<file path="src/rtl/iterative_alu.sv">
// rtl/iterative_alu.sv - multi-cycle ALU: single-cycle logic/arith ops, bit-serial shifts
// Shifts take one cycle per bit; every result is held in DONE until the consumer accepts it.
module iterative_alu (
  input  logic        clk,
  input  logic        reset,
  input  logic        in_valid,
  output logic        in_ready,
  input  logic [2:0]  ALUControl,
  input  logic [31:0] SrcA,
  input  logic [31:0] SrcB,
  output logic        out_valid,
  input  logic        out_ready,
  output logic [31:0] ALUResult,
  output logic        Zero,
  output logic        busy
);

  typedef enum logic [1:0] {
    IDLE  = 2'd0,
    SHIFT = 2'd1,
    DONE  = 2'd2
  } state_t;

  state_t      r_state;
  state_t      w_next_state;
  logic [31:0] r_result;
  logic [31:0] r_work;
  logic [4:0]  r_cnt;
  logic        r_arith;

  logic        w_accept;
  logic        w_is_shift;
  logic        w_multi_cycle;
  logic [4:0]  w_shamt;
  logic [31:0] w_alu;
  logic [31:0] w_work_next;

  assign w_accept      = in_valid & (r_state == IDLE);
  assign w_shamt       = SrcB[4:0];
  assign w_is_shift    = ALUControl[2] & ALUControl[1];
  assign w_multi_cycle = w_is_shift & (w_shamt != 5'd0);
  // sra refills from the sign bit, srl from zero
  assign w_work_next   = {r_arith ? r_work[31] : 1'b0, r_work[31:1]};

  // Shift codes pass SrcA through so a zero shift amount completes in one cycle.
  always_comb begin
    w_alu = 32'd0;
    case (ALUControl)
      3'b000:  w_alu = SrcA + SrcB;
      3'b001:  w_alu = SrcA - SrcB;
      3'b010:  w_alu = SrcA & SrcB;
      3'b011:  w_alu = SrcA | SrcB;
      3'b100:  w_alu = SrcA ^ SrcB;
      3'b101:  w_alu = {31'd0, ($signed(SrcA) < $signed(SrcB))};
      default: w_alu = SrcA;
    endcase
  end

  always_comb begin
    w_next_state = r_state;
    case (r_state)
      IDLE: begin
        if (w_accept) begin
          w_next_state = w_multi_cycle ? SHIFT : DONE;
        end
      end
      SHIFT: begin
        if (r_cnt == 5'd1) begin
          w_next_state = DONE;
        end
      end
      DONE: begin
        if (out_ready) begin
          w_next_state = IDLE;
        end
      end
      default: w_next_state = IDLE;
    endcase
  end

  always_ff @(posedge clk) begin
    if (reset) begin
      r_state <= IDLE;
    end else begin
      r_state <= w_next_state;
    end
  end

  always_ff @(posedge clk) begin
    if (reset) begin
      r_result <= 32'd0;
      r_work   <= 32'd0;
      r_cnt    <= 5'd0;
      r_arith  <= 1'b0;
    end else begin
      case (r_state)
        IDLE: begin
          if (w_accept) begin
            if (w_multi_cycle) begin
              r_work  <= SrcA;
              r_cnt   <= w_shamt;
              r_arith <= ~ALUControl[0];
            end else begin
              r_result <= w_alu;
            end
          end
        end
        SHIFT: begin
          r_work <= w_work_next;
          r_cnt  <= r_cnt - 5'd1;
          if (r_cnt == 5'd1) begin
            r_result <= w_work_next;
          end
        end
        default: ;
      endcase
    end
  end

  assign in_ready  = (r_state == IDLE);
  assign busy      = (r_state != IDLE);
  assign out_valid = (r_state == DONE);
  assign ALUResult = r_result;
  assign Zero      = (r_result == 32'd0);

endmodule

</file>
<file path="config.mk">
export PLATFORM = sky130hd
export DESIGN_NAME = iterative_alu
export DESIGN_NICKNAME = d
export VERILOG_FILES = /design/src/rtl/iterative_alu.sv
export SDC_FILE = /design/constraint.sdc
export NUM_CORES = 1
export LEC_CHECK = 0
export ABC_AREA = 1
export CELL_PAD_IN_SITES_DETAIL_PLACEMENT = 0
export CELL_PAD_IN_SITES_GLOBAL_PLACEMENT = 2
export CORE_MARGIN = 2
export CORE_UTILIZATION = 27
export CTS_BUF_LIST = sky130_fd_sc_hd__clkbuf_16
export CTS_CLUSTER_SIZE = 16
export DETAILED_ROUTE_END_ITERATION = 12
export MAX_ROUTING_LAYER = met4
export PLACE_DENSITY_LB_ADDON = 0.1
export SLEW_MARGIN = 5
export SYNTH_ARGS = -nofsm -noshare
export SYNTH_HDL_FRONTEND = slang
export SYNTH_SLANG_ARGS = --single-unit
</file>
<file path="constraint.sdc">
create_clock -name clk -period 1.7 [get_ports clk]
set_input_delay 0.17 -clock clk [delete_from_list [all_inputs] [get_ports clk]]
set_output_delay 0.17 -clock clk [all_outputs]
set_load 0.01 [all_outputs]
</file>
==> run summary <==
CTS Buf Count: 9
CTS clock-pin slew for the worst setup and hold paths: 0.06 ns
Post-Syn Instances: 1534
Fmax achieved: 0.519 GHz
Clock Sinks: 71
Root buffer cell: clkbuf_16
Largest net degree at the start of global routing: 51
Synth Register Bits: 71
Slew @ Worst Pin: 0.495 ns
R2r setup slk: -0.09 ns
Area grow syn2layout: 96.4%
Vias in the first global route: 12700
Worst setup SP type: input port
Clock buffer depth: 2
Synth area leader: dfxtp_1
Period utilisation layout: 113%
Final Skew: 0.00997 ns
DRC viols: 0
Clk_lat worst skew: 0.34 ns
Crit path max fanout: 4
Status: finished with violations
Die X: 187 um
Inst Count DP: 2432
Final Util: 54.2%
Drt wl/cell: 20.1 um
Setup violators final: 25
Non-Filler Instances: 2539
Post-CTS Hold Fix Bufs: 0
WL met1: 21200 um
Max layer used: met4
Final Max Tran Viols: 0
PnR worst setup slack: -0.228 ns
Die H: 187 um
Hold slack: 0.225 ns
Gpl congestion: 0.997
Slowest stage delay, CP: 0.39 ns
Starting Density: 27.6%
Initial antenna violation count: 0
Dominant cells by area after synthesis: dfxtp_1 (16%), nand2_1 (15%), ha_1 (15%)
Final-report hold violation count: 0
Cell Rows: 66
Routed via count: 12800
PwrDens: 590 mW/mm2
Yosys cell types: 42
Syn Nets: 1712
Worst Path Arrival: 2.20 ns
Min cycle time layout: 1.93 ns
Worst Hold Endpoint: ALUResult[18]
Io pins: 107
Drt first-iter violations: 808
Origin of the critical flop-to-flop path: r_cnt[1]
Type of the worst setup path: in2reg
Failing checks: setup timing
Design area: 0.0177 mm2
Reg2reg path depth: 10
Routed wl met3: 1670 um
Global route total overflow: 0
Net count, final: 2269
Worst hold path class: in2reg
Leak: 8.13 nW
Hold Path Stages: 5
FF-to-FF End: ALUResult[26]
DP HPWL: 40300 um
Met2 Wirelength: 25500 um
Maximum resistive drop on vdd: 0.000513 V
Dpl cell area: 0.0137 mm2
Core ar.: 0.0327 mm2
Die footprint: 0.0349 mm2
Slew headroom: 66.7%
Fillers: 3314
Post-Syn Area per Cell: 5.88 um2
Total power: 10.5 mW
CP Buf/Inv Count: 3
Seq/Total Area, Yosys: 15.8%
Detailed Route WL: 51100 um
Delay-heaviest family, CP: compound AO/OA/AOI/OAI gates
Required time at the worst-slack endpoint: 1.97 ns
Global-route wire length before repair: 75300 um
Most frequent cell on the critical path: nand2_4
Crit-path cells: buf_12, inv_12, ha_4, inv_4, fa_2, nand3_2, nand2_4, nand2_4, nand2_4, a21oi_4, nor2_1, o211ai_1, nand2_1, a21oi_1
Max_cap viols: 0
Vias/cell: 5.03
Final ANT Viol Nets: 0
Pre-antenna DRT Iters: 6
GRT Total Usage: 29.0%
CP max stage cell: fa_2
Port Buf Inserts: 106
CP endpoint kind: flop
RSZ-0062 raised after global routing: yes
YS warnings: 0
H-tree depth: 3
Share of post-route cells with drive strength above 1: 56.0%
Hold Startpoint: SrcA[18]
Post-Syn Area: 0.00902 mm2
CTS tree: yes
Synth top area share: 15.8%
[flip-flops by register name, indices dropped and copies added, names as in the netlist]
name       flops
ALUResult     32
r_work        31
r_cnt          5
r_state        2
r_arith        1
[metrics by stage]
step | TNS (ns) | setup WS (ns)
2_1_floorplan | -0.0851 | -0.0530
3_3_place_gp | -54.35 | -1.30
5_1_grt | -4.96 | -0.291
6_report | -2.50 | -0.228
4_1_cts | -3.62 | -0.234
3_5_place_dp | -55.45 | -1.30
[worst max path at each step]
| stage | startpoint | endpoint | depth (start not counted) |
|---|---|---|---|
| after global placement | SrcB[15] | ALUResult[0] | 18 |
| final | SrcA[0] | ALUResult[10] | 14 |
| after detailed placement | SrcA[11] | ALUResult[0] | 17 |
| after floorplan | SrcA[0] | ALUResult[0] | 19 |
| after global routing | SrcA[0] | ALUResult[12] | 17 |
| after CTS | SrcA[0] | ALUResult[18] | 18 |
[placed cells by master, fill, tap and decap left out, types with 53 or more instances in the layout]
master     n
a21oi_1   80
buf_4    441
buf_6     66
dfxtp_1   66
inv_1     89
inv_2     82
nand2_1  227
nand2_2   78
nand3_1   71
nand3_2   53
nor2_1    88
o21ai_0   60
[layout make-up]
cell class                      count  area [um2]  share of cell area, %
Clock inverter                      7         113                  0.636
Multi-Input combinational cell   1192        9330                   52.6
Sequential cell                    71        1430                   8.06
Antenna cell                        1        2.50                 0.0141
Tap cell                          442         553                   3.12
Clock buffer                        9         225                   1.27
Inverter                          200         848                   4.79
Timing Repair Buffer              617        5220                   29.5
[report_power, final]
group          internal, mW  total [mW]  switching, mW
Sequential             1.85        2.00          0.145
Clock                  1.42        2.20          0.779
Combinational          2.95        6.26           3.32
[timing repair]
item,4_1_cts,5_1_grt
setup endpoints to repair,72,67
buffers inserted,63,34
gates cloned,1,1
gates resized for setup,807,328
pin swaps,174,174
[synth_stat cells, drive strengths merged]
| cell type | number |
|---|---|
| nand2 | 358 |
| inv | 200 |
| nor2 | 154 |
| a21oi | 150 |
| nand3 | 140 |
| o21ai | 125 |
| ha | 105 |
| dfxtp | 71 |
| buf | 48 |
| a31oi | 35 |
| clkbuf | 23 |
| nor3 | 23 |
| a221oi | 15 |
| a211oi | 14 |
| nor4 | 11 |
| o21bai | 11 |
| nand4 | 8 |
| o211ai | 8 |
| xor2 | 7 |
| o22ai | 5 |
| a21o | 4 |
| and2 | 4 |
| o21a | 3 |
| o221ai | 3 |
| fa | 2 |
| o311ai | 2 |
| a2111oi | 1 |
| and3 | 1 |
| nand3b | 1 |
| o2111ai | 1 |
| o221a | 1 |
[layer usage]
metal | up-vias | track usage (%)
met5 | - | -
met4 | 0 | 12.5
met3 | 99 | 2.28
met2 | 372 | 51.2
met1 | 6039 | 33.7
li1 | 6256 | -
[kinds of logic (layout without fill, tap and decap cells)]
| logic type | after synthesis | after routing | share of synthesized area [%] |
|---|---|---|---|
| DFF | 71 | 71 | 15.8 |
| AOI/OAI and AO/OA | 378 | 378 | 24.0 |
| adders and majority gates | 107 | 107 | 15.0 |
| xor gates and xnor gates | 7 | 7 | 0.680 |
| buffers and inverters | 271 | 833 | 12.2 |
| and+or+nand+nor | 700 | 700 | 32.4 |
| other | 0 | 1 | 0 |
[tightest hold or removal path, delay by kind of cell]
kind	cells	cell delay, ns
and+or+nand+nor	1	0.07
buffers and inverters	2	0.16
AOI/OAI and AO/OA	2	0.11
Note: power is estimated with default switching activity, not from simulation.
